**src/rtl/m_mem_access.sv**
```systemverilog
// m_mem_access: MIPS M stage with a req/ack data-memory handshake, store lane steering,
// load alignment and the W-stage register. Define MEM_ALIGN_CHECK_EN to trap misaligned accesses.
module m_mem_access #(
    parameter int          TIMEOUT  = 255,
    parameter logic [31:0] RESET_PC = 32'h0000_3000
) (
    input  logic        clk,
    input  logic        reset,
    input  logic [31:0] M_PC_i,
    input  logic [31:0] M_ALUout_i,
    input  logic [31:0] M_HI_i,
    input  logic [31:0] M_LO_i,
    input  logic [3:0]  M_MemOp_i,
    input  logic [31:0] M_rtValue_i,
    input  logic        M_RegWrite_i,
    input  logic [4:0]  M_RegA3_i,
    input  logic [3:0]  M_RegWDsel_i,
    input  logic [2:0]  TnewM_i,
    output logic        dm_req,
    output logic        dm_we,
    output logic [31:0] dm_addr,
    output logic [3:0]  dm_be,
    output logic [31:0] dm_wdata,
    input  logic        dm_ack,
    input  logic [31:0] dm_rdata,
    output logic        M_stall_o,
    output logic [31:0] W_PC_o,
    output logic [31:0] W_RegWD_o,
    output logic        W_RegWrite_o,
    output logic [4:0]  W_RegA3_o,
    output logic [2:0]  TnewW_o,
    output logic        W_BusErr_o
);

    localparam logic [0:0] S_IDLE = 1'b0;
    localparam logic [0:0] S_WAIT = 1'b1;

    // Last WAIT cycle index; in that cycle the request is withdrawn instead of stalling again.
    localparam logic [7:0] TMO_LAST = 8'(TIMEOUT - 1);

    localparam logic [3:0] OP_LW  = 4'd1;
    localparam logic [3:0] OP_LH  = 4'd2;
    localparam logic [3:0] OP_LHU = 4'd3;
    localparam logic [3:0] OP_LB  = 4'd4;
    localparam logic [3:0] OP_LBU = 4'd5;
    localparam logic [3:0] OP_SW  = 4'd6;
    localparam logic [3:0] OP_SH  = 4'd7;
    localparam logic [3:0] OP_SB  = 4'd8;

    logic [0:0]  state_q, state_d;
    logic [7:0]  cnt_q, cnt_d;
    logic [31:0] w_pc_q, w_pc_d;
    logic [31:0] w_wd_q, w_wd_d;
    logic        w_rw_q, w_rw_d;
    logic [4:0]  w_a3_q, w_a3_d;
    logic [2:0]  w_tnew_q, w_tnew_d;
    logic        w_err_q, w_err_d;

    logic        is_load, is_store, is_mem;
    logic        misalign, tmo_hit, abort, req;
    logic [1:0]  lane;
    logic [3:0]  be_raw;
    logic [31:0] wdata_raw, load_data, wd_sel;
    logic [7:0]  ld_byte;
    logic [15:0] ld_half;

    assign lane = M_ALUout_i[1:0];

    always_comb begin
        is_load  = 1'b0;
        is_store = 1'b0;
        case (M_MemOp_i)
            OP_LW, OP_LH, OP_LHU, OP_LB, OP_LBU: is_load  = 1'b1;
            OP_SW, OP_SH, OP_SB:                 is_store = 1'b1;
            default: begin
                is_load  = 1'b0;
                is_store = 1'b0;
            end
        endcase
    end

    assign is_mem = is_load | is_store;

`ifdef MEM_ALIGN_CHECK_EN
    always_comb begin
        misalign = 1'b0;
        case (M_MemOp_i)
            OP_LW, OP_SW:         misalign = (lane != 2'b00);
            OP_LH, OP_LHU, OP_SH: misalign = lane[0];
            default:              misalign = 1'b0;
        endcase
    end
`else
    assign misalign = 1'b0;
`endif

    // Loads report the lanes they read; stores replicate the source across the word.
    always_comb begin
        be_raw    = 4'b0000;
        wdata_raw = 32'h0;
        case (M_MemOp_i)
            OP_LW, OP_SW:         be_raw = 4'b1111;
            OP_LH, OP_LHU, OP_SH: be_raw = lane[1] ? 4'b1100 : 4'b0011;
            OP_LB, OP_LBU, OP_SB: be_raw = 4'b0001 << lane;
            default:              be_raw = 4'b0000;
        endcase
        case (M_MemOp_i)
            OP_SW:   wdata_raw = M_rtValue_i;
            OP_SH:   wdata_raw = {2{M_rtValue_i[15:0]}};
            OP_SB:   wdata_raw = {4{M_rtValue_i[7:0]}};
            default: wdata_raw = 32'h0;
        endcase
    end

    // M inputs are frozen while stalled, so driving the bus from them keeps it stable in WAIT.
    assign tmo_hit   = (state_q == S_WAIT) && (cnt_q == TMO_LAST);
    assign req       = reset & is_mem & ~misalign & ~tmo_hit;
    assign abort     = tmo_hit | misalign;
    assign dm_req    = req;
    assign dm_we     = req & is_store;
    assign dm_addr   = req ? {M_ALUout_i[31:2], 2'b00} : 32'h0;
    assign dm_be     = req ? be_raw : 4'b0000;
    assign dm_wdata  = dm_we ? wdata_raw : 32'h0;
    assign M_stall_o = req & ~dm_ack;

    always_comb begin
        state_d = state_q;
        cnt_d   = 8'd0;
        case (state_q)
            S_IDLE: begin
                if (M_stall_o) state_d = S_WAIT;
            end
            S_WAIT: begin
                if (!M_stall_o) state_d = S_IDLE;
                else            cnt_d   = cnt_q + 8'd1;
            end
            default: state_d = S_IDLE;
        endcase
    end

    always_comb begin
        ld_byte = 8'(dm_rdata >> {lane, 3'b000});
        ld_half = lane[1] ? dm_rdata[31:16] : dm_rdata[15:0];
        case (M_MemOp_i)
            OP_LH:   load_data = {{16{ld_half[15]}}, ld_half};
            OP_LHU:  load_data = {16'h0, ld_half};
            OP_LB:   load_data = {{24{ld_byte[7]}}, ld_byte};
            OP_LBU:  load_data = {24'h0, ld_byte};
            default: load_data = dm_rdata;
        endcase
    end

    always_comb begin
        case (M_RegWDsel_i)
            4'd0:    wd_sel = M_ALUout_i;
            4'd1:    wd_sel = load_data;
            4'd2:    wd_sel = M_PC_i + 32'd8;
            4'd3:    wd_sel = M_HI_i;
            4'd4:    wd_sel = M_LO_i;
            default: wd_sel = 32'h0;
        endcase
    end

    // A stall sends a bubble to W; an abandoned or trapped access keeps its slot but cannot write.
    always_comb begin
        w_pc_d   = M_PC_i;
        w_wd_d   = wd_sel;
        w_rw_d   = M_RegWrite_i & ~abort;
        w_a3_d   = M_RegA3_i;
        w_tnew_d = (TnewM_i != 3'd0) ? TnewM_i - 3'd1 : 3'd0;
        w_err_d  = abort;
        if (M_stall_o) begin
            w_wd_d   = 32'h0;
            w_rw_d   = 1'b0;
            w_a3_d   = 5'd0;
            w_tnew_d = 3'd0;
            w_err_d  = 1'b0;
        end
    end

    always_ff @(posedge clk or negedge reset) begin
        if (!reset) begin
            state_q  <= S_IDLE;
            cnt_q    <= 8'd0;
            w_pc_q   <= RESET_PC;
            w_wd_q   <= 32'h0;
            w_rw_q   <= 1'b0;
            w_a3_q   <= 5'd0;
            w_tnew_q <= 3'd0;
            w_err_q  <= 1'b0;
        end else begin
            state_q  <= state_d;
            cnt_q    <= cnt_d;
            w_pc_q   <= w_pc_d;
            w_wd_q   <= w_wd_d;
            w_rw_q   <= w_rw_d;
            w_a3_q   <= w_a3_d;
            w_tnew_q <= w_tnew_d;
            w_err_q  <= w_err_d;
        end
    end

    assign W_PC_o       = w_pc_q;
    assign W_RegWD_o    = w_wd_q;
    assign W_RegWrite_o = w_rw_q;
    assign W_RegA3_o    = w_a3_q;
    assign TnewW_o      = w_tnew_q;
    assign W_BusErr_o   = w_err_q;

endmodule

```
**config.mk**
```make
export PLATFORM = sky130hd
export DESIGN_NAME = m_mem_access
export DESIGN_NICKNAME = d
export VERILOG_FILES = /design/src/rtl/m_mem_access.sv
export SDC_FILE = /design/constraint.sdc
export NUM_CORES = 1
export LEC_CHECK = 0
export BUFFER_PORTS_ARGS = -buffer_cell sky130_fd_sc_hd__buf_2
export CELL_PAD_IN_SITES_DETAIL_PLACEMENT = 1
export CELL_PAD_IN_SITES_GLOBAL_PLACEMENT = 1
export CORE_AREA = 2 2 139 141
export DETAILED_ROUTE_END_ITERATION = 12
export DIE_AREA = 0 0 141 143
export GPL_ROUTABILITY_DRIVEN = 0
export HOLD_SLACK_MARGIN = 0.15
export PLACE_DENSITY_LB_ADDON = 0.1
export SLEW_MARGIN = 20
export SYNTH_ARGS = -nofsm -noshare
export SYNTH_HDL_FRONTEND = slang
export SYNTH_SLANG_ARGS = --single-unit
```
**constraint.sdc**
```tcl
create_clock -name clk -period 5.6 [get_ports clk]
set_clock_uncertainty 0.15 [all_clocks]
set_input_delay 0.28 -clock clk [delete_from_list [all_inputs] [get_ports clk]]
set_output_delay 0.28 -clock clk [all_outputs]
set_load 0.03 [all_outputs]
```
==> impl_metrics.py <==
metrics = {
    "timing": {
        "period_minus_slack_ps": 3420,
        "setup_ws_ps": 2180,
        "grt_setup_unrepaired": "no",
        "max_freq_ghz": 0.292,
        "whs_ps": 155,
        "final-setup-viol-count": 0,
        "period_share_pct": 61.1,
        "hold_viol_final": 0,
        "tightestPinTransition_ps": 1110,
        "fin_tns_setup_ps": 0,
        "maxSlewViolCount": 0,
        "maxSlewHeadroom_pct": 25.8,
    },
    "detailed_routing": {
        "drt-initial-drc-count": 503,
        "vias": 6757,
        "via_per_inst": 5.30,
        "ant_nets": 0,
        "drc_errors": 0,
        "wire_per_inst_um": 21.4,
        "routed_wl_um": 27300,
        "drt_pass1_iterations": 7,
    },
    "critical_path": {
        "r2r_cells": 10,
        "r2r_start": "cnt_q[0]$_DFF_PN0_",
        "critPathKind": "primary input to register",
        "r2r_slack_ps": 2230,
        "crit_arrival_ps": 3500,
        "critPathRequiredTime_ps": 5670,
        "crit_path_end_kind": "register",
        "critPathLaunchType": "primary input",
        "reg2reg_to": "W_RegWD_o[4]$_DFF_PN0_",
        "cp_max_fo": 32,
    },
    "synth": {
        "yosys_warnings": 0,
        "synth.most_common_cell": "dfrtp_1",
        "syn_area_sq_um": 5550,
        "yosysUniqueCellTypes": 73,
        "ys_top_cells_by_count": "dfrtp_1 (81), nand2_1 (75), nor2_1 (52), a21oi_1 (46), and2_1 (42)",
        "synth_edf_count": 0,
        "synth_area_per_cell_sq_um": 8.66,
        "yosysTopAreaCell": "dfrtp_1",
        "synth.top_cells.by_area": "dfrtp_1 (37%), nand2_1 (5.1%), and2_1 (4.7%)",
        "synthFlopType": "dfrtp_1",
        "synthCells": 641,
        "yosysSeqAreaShare_pct": 37.5,
        "ys_ff_latch": 83,
        "async_flop_share_pct": 100,
        "synth_top_area_share_pct": 36.5,
    },
    "final_layout": {
        "syn_to_final_growth_pct": 53.4,
        "diodes": 0,
        "utilization_pct": 45.8,
        "fillers": 2351,
        "nets": 1254,
        "drive_gt1_share_pct": 39.5,
    },
    "clocking": {
        "clk_latency_ps": 350,
        "clk_pin_slew_ps": 60,
        "post_cts_buffers": 0,
        "cts_tree": "done",
        "cts_sinks": 83,
        "root_buffer": "clkbuf_16",
        "numCtsBuffers": 9,
        "cts_resized": 0,
        "htree_levels": 3,
        "cts_hold_buf": 73,
        "clk_path_buf_depth": 2,
    },
    "global_route": {
        "grt_max_degree": 57,
        "antenna_found_initial": 0,
        "grt_usage_pct": 26.7,
        "grt-ovfl-total": 0,
        "grt_pass1_wl_um": 40900,
        "grt_pass1_vias": 6904,
    },
    "floorplan": {
        "die_x_um": 141,
        "ioPinCount": 357,
        "start_util_pct": 29.9,
        "dieArea_sq_um": 20200,
        "die_y_um": 143,
        "rows": 50,
        "coreArea_sq_um": 18600,
    },
    "status": {
        "outcome": "finished clean",
    },
    "power_and_ir_drop": {
        "peakVddDrop_mv": 0.120,
        "p_leak_nw": 4.05,
        "pwr_density_cell_nw_per_um2": 204,
    },
    "place": {
        "io_buffer_count": 354,
        "hpwl_um": 21000,
        "dp_slack_ps": 2500,
    },
    "hold_path": {
        "hold_path.class": "primary input to register",
        "holdCritStartpoint": "M_HI_i[12]",
        "holdPathEnd": "W_RegWD_o[12]$_DFF_PN0_",
        "hold_depth": 3,
    },
    "job": {
        "cap_viol_max_count": 0,
    },
}
==> metrics by stage <==
stage / std cells / power (mW) / area, sq um
after floorplan: 642 / 0.858 / 5550
after global placement: 1187 / 1.06 / 7470
after detailed placement: 1187 / 1.06 / 7470
after CTS: 1276 / 1.76 / 8510
after global routing: 1276 / 1.82 / 8510
final: 1276 / 1.74 / 8510
==> worst max-delay path, cell delays in order <==
cell           delay, ps
dlygate4sd3_1        520
buf_4                380
o21ai_2              100
buf_4                250
nor3b_2              700
or3b_1               210
buf_4                340
a41oi_1               90
dlygate4sd3_1        590
==> cell usage in the layout (no fill, tap or decap), types with 10 or more instances in the layout <==
cell type / count
a21oi_1: 46
dfrtp_1: 81
nand3_1: 14
nand2_1: 75
dlygate4sd3_1: 73
buf_4: 10
o21ai_0: 28
nor2_1: 52
a222oi_1: 19
xor2_1: 10
buf_2: 353
nor2b_1: 10
a31oi_1: 23
and2_1: 42
a22oi_1: 13
==> where the power goes <==
part           switching [mW]  leakage, nW  total (mW)  internal (mW)
sequential            0.00668         1.06       0.630          0.623
combinational           0.289         2.84       0.464          0.175
clock                   0.251        0.157       0.644          0.392
==> flip-flops by register name, summed over array words and instances, names as in the netlist <==
name          count
W_RegWrite_o      1
W_RegWD_o        32
cnt_q             8
W_RegA3_o         5
W_BusErr_o        1
TnewW_o           3
state_q           1
W_PC_o           32
==> layout make-up <==
type                       count  area [sq um]  share of cell area, %
timing repair buffer         436          2570                   30.2
sequential                    83          2080                   24.4
clock buffer                  10           229                   2.69
multi-input combinational    498          3220                   37.8
inverter                       9          33.8                  0.397
clock inverter                 6          87.6                   1.03
tap                          234           293                   3.44
==> routing by layer <==
layer	global-route usage, %	part of all wire [%]
met4	9.26	2.6
met3	3.66	5.6
met5	0	0
met2	41.3	46
met1	38.3	46
==> logic make-up (layout without fill, tap and decap cells) <==
| logic type | Yosys count | count (layout) | synth area share (%) |
|---|---|---|---|
| AOI/OAI and AO/OA | 200 | 200 | 25.1 |
| xor gates and xnor gates | 18 | 18 | 2.84 |
| adders and majority gates | 5 | 5 | 1.13 |
| buffers and inverters | 61 | 461 | 5.64 |
| DFF | 83 | 83 | 37.5 |
| muxes | 11 | 11 | 2.41 |
| other | 1 | 2 | 0.0676 |
| and+or+nand+nor | 262 | 262 | 25.3 |
==> how the worst max path moves through the flow <==
stage	start	to	slack, ps
after floorplan	M_MemOp_i[0]	dm_wdata[0]	3100
after global placement	M_MemOp_i[1]	W_RegWD_o[30]$_DFF_PN0_	2560
after detailed placement	M_MemOp_i[1]	W_RegWD_o[26]$_DFF_PN0_	2500
after CTS	reset	W_RegWD_o[2]$_DFF_PN0_	2180
after global routing	reset	W_RegWD_o[4]$_DFF_PN0_	1920
final	reset	W_RegWD_o[4]$_DFF_PN0_	2180
(Power assumes the default switching activity.)
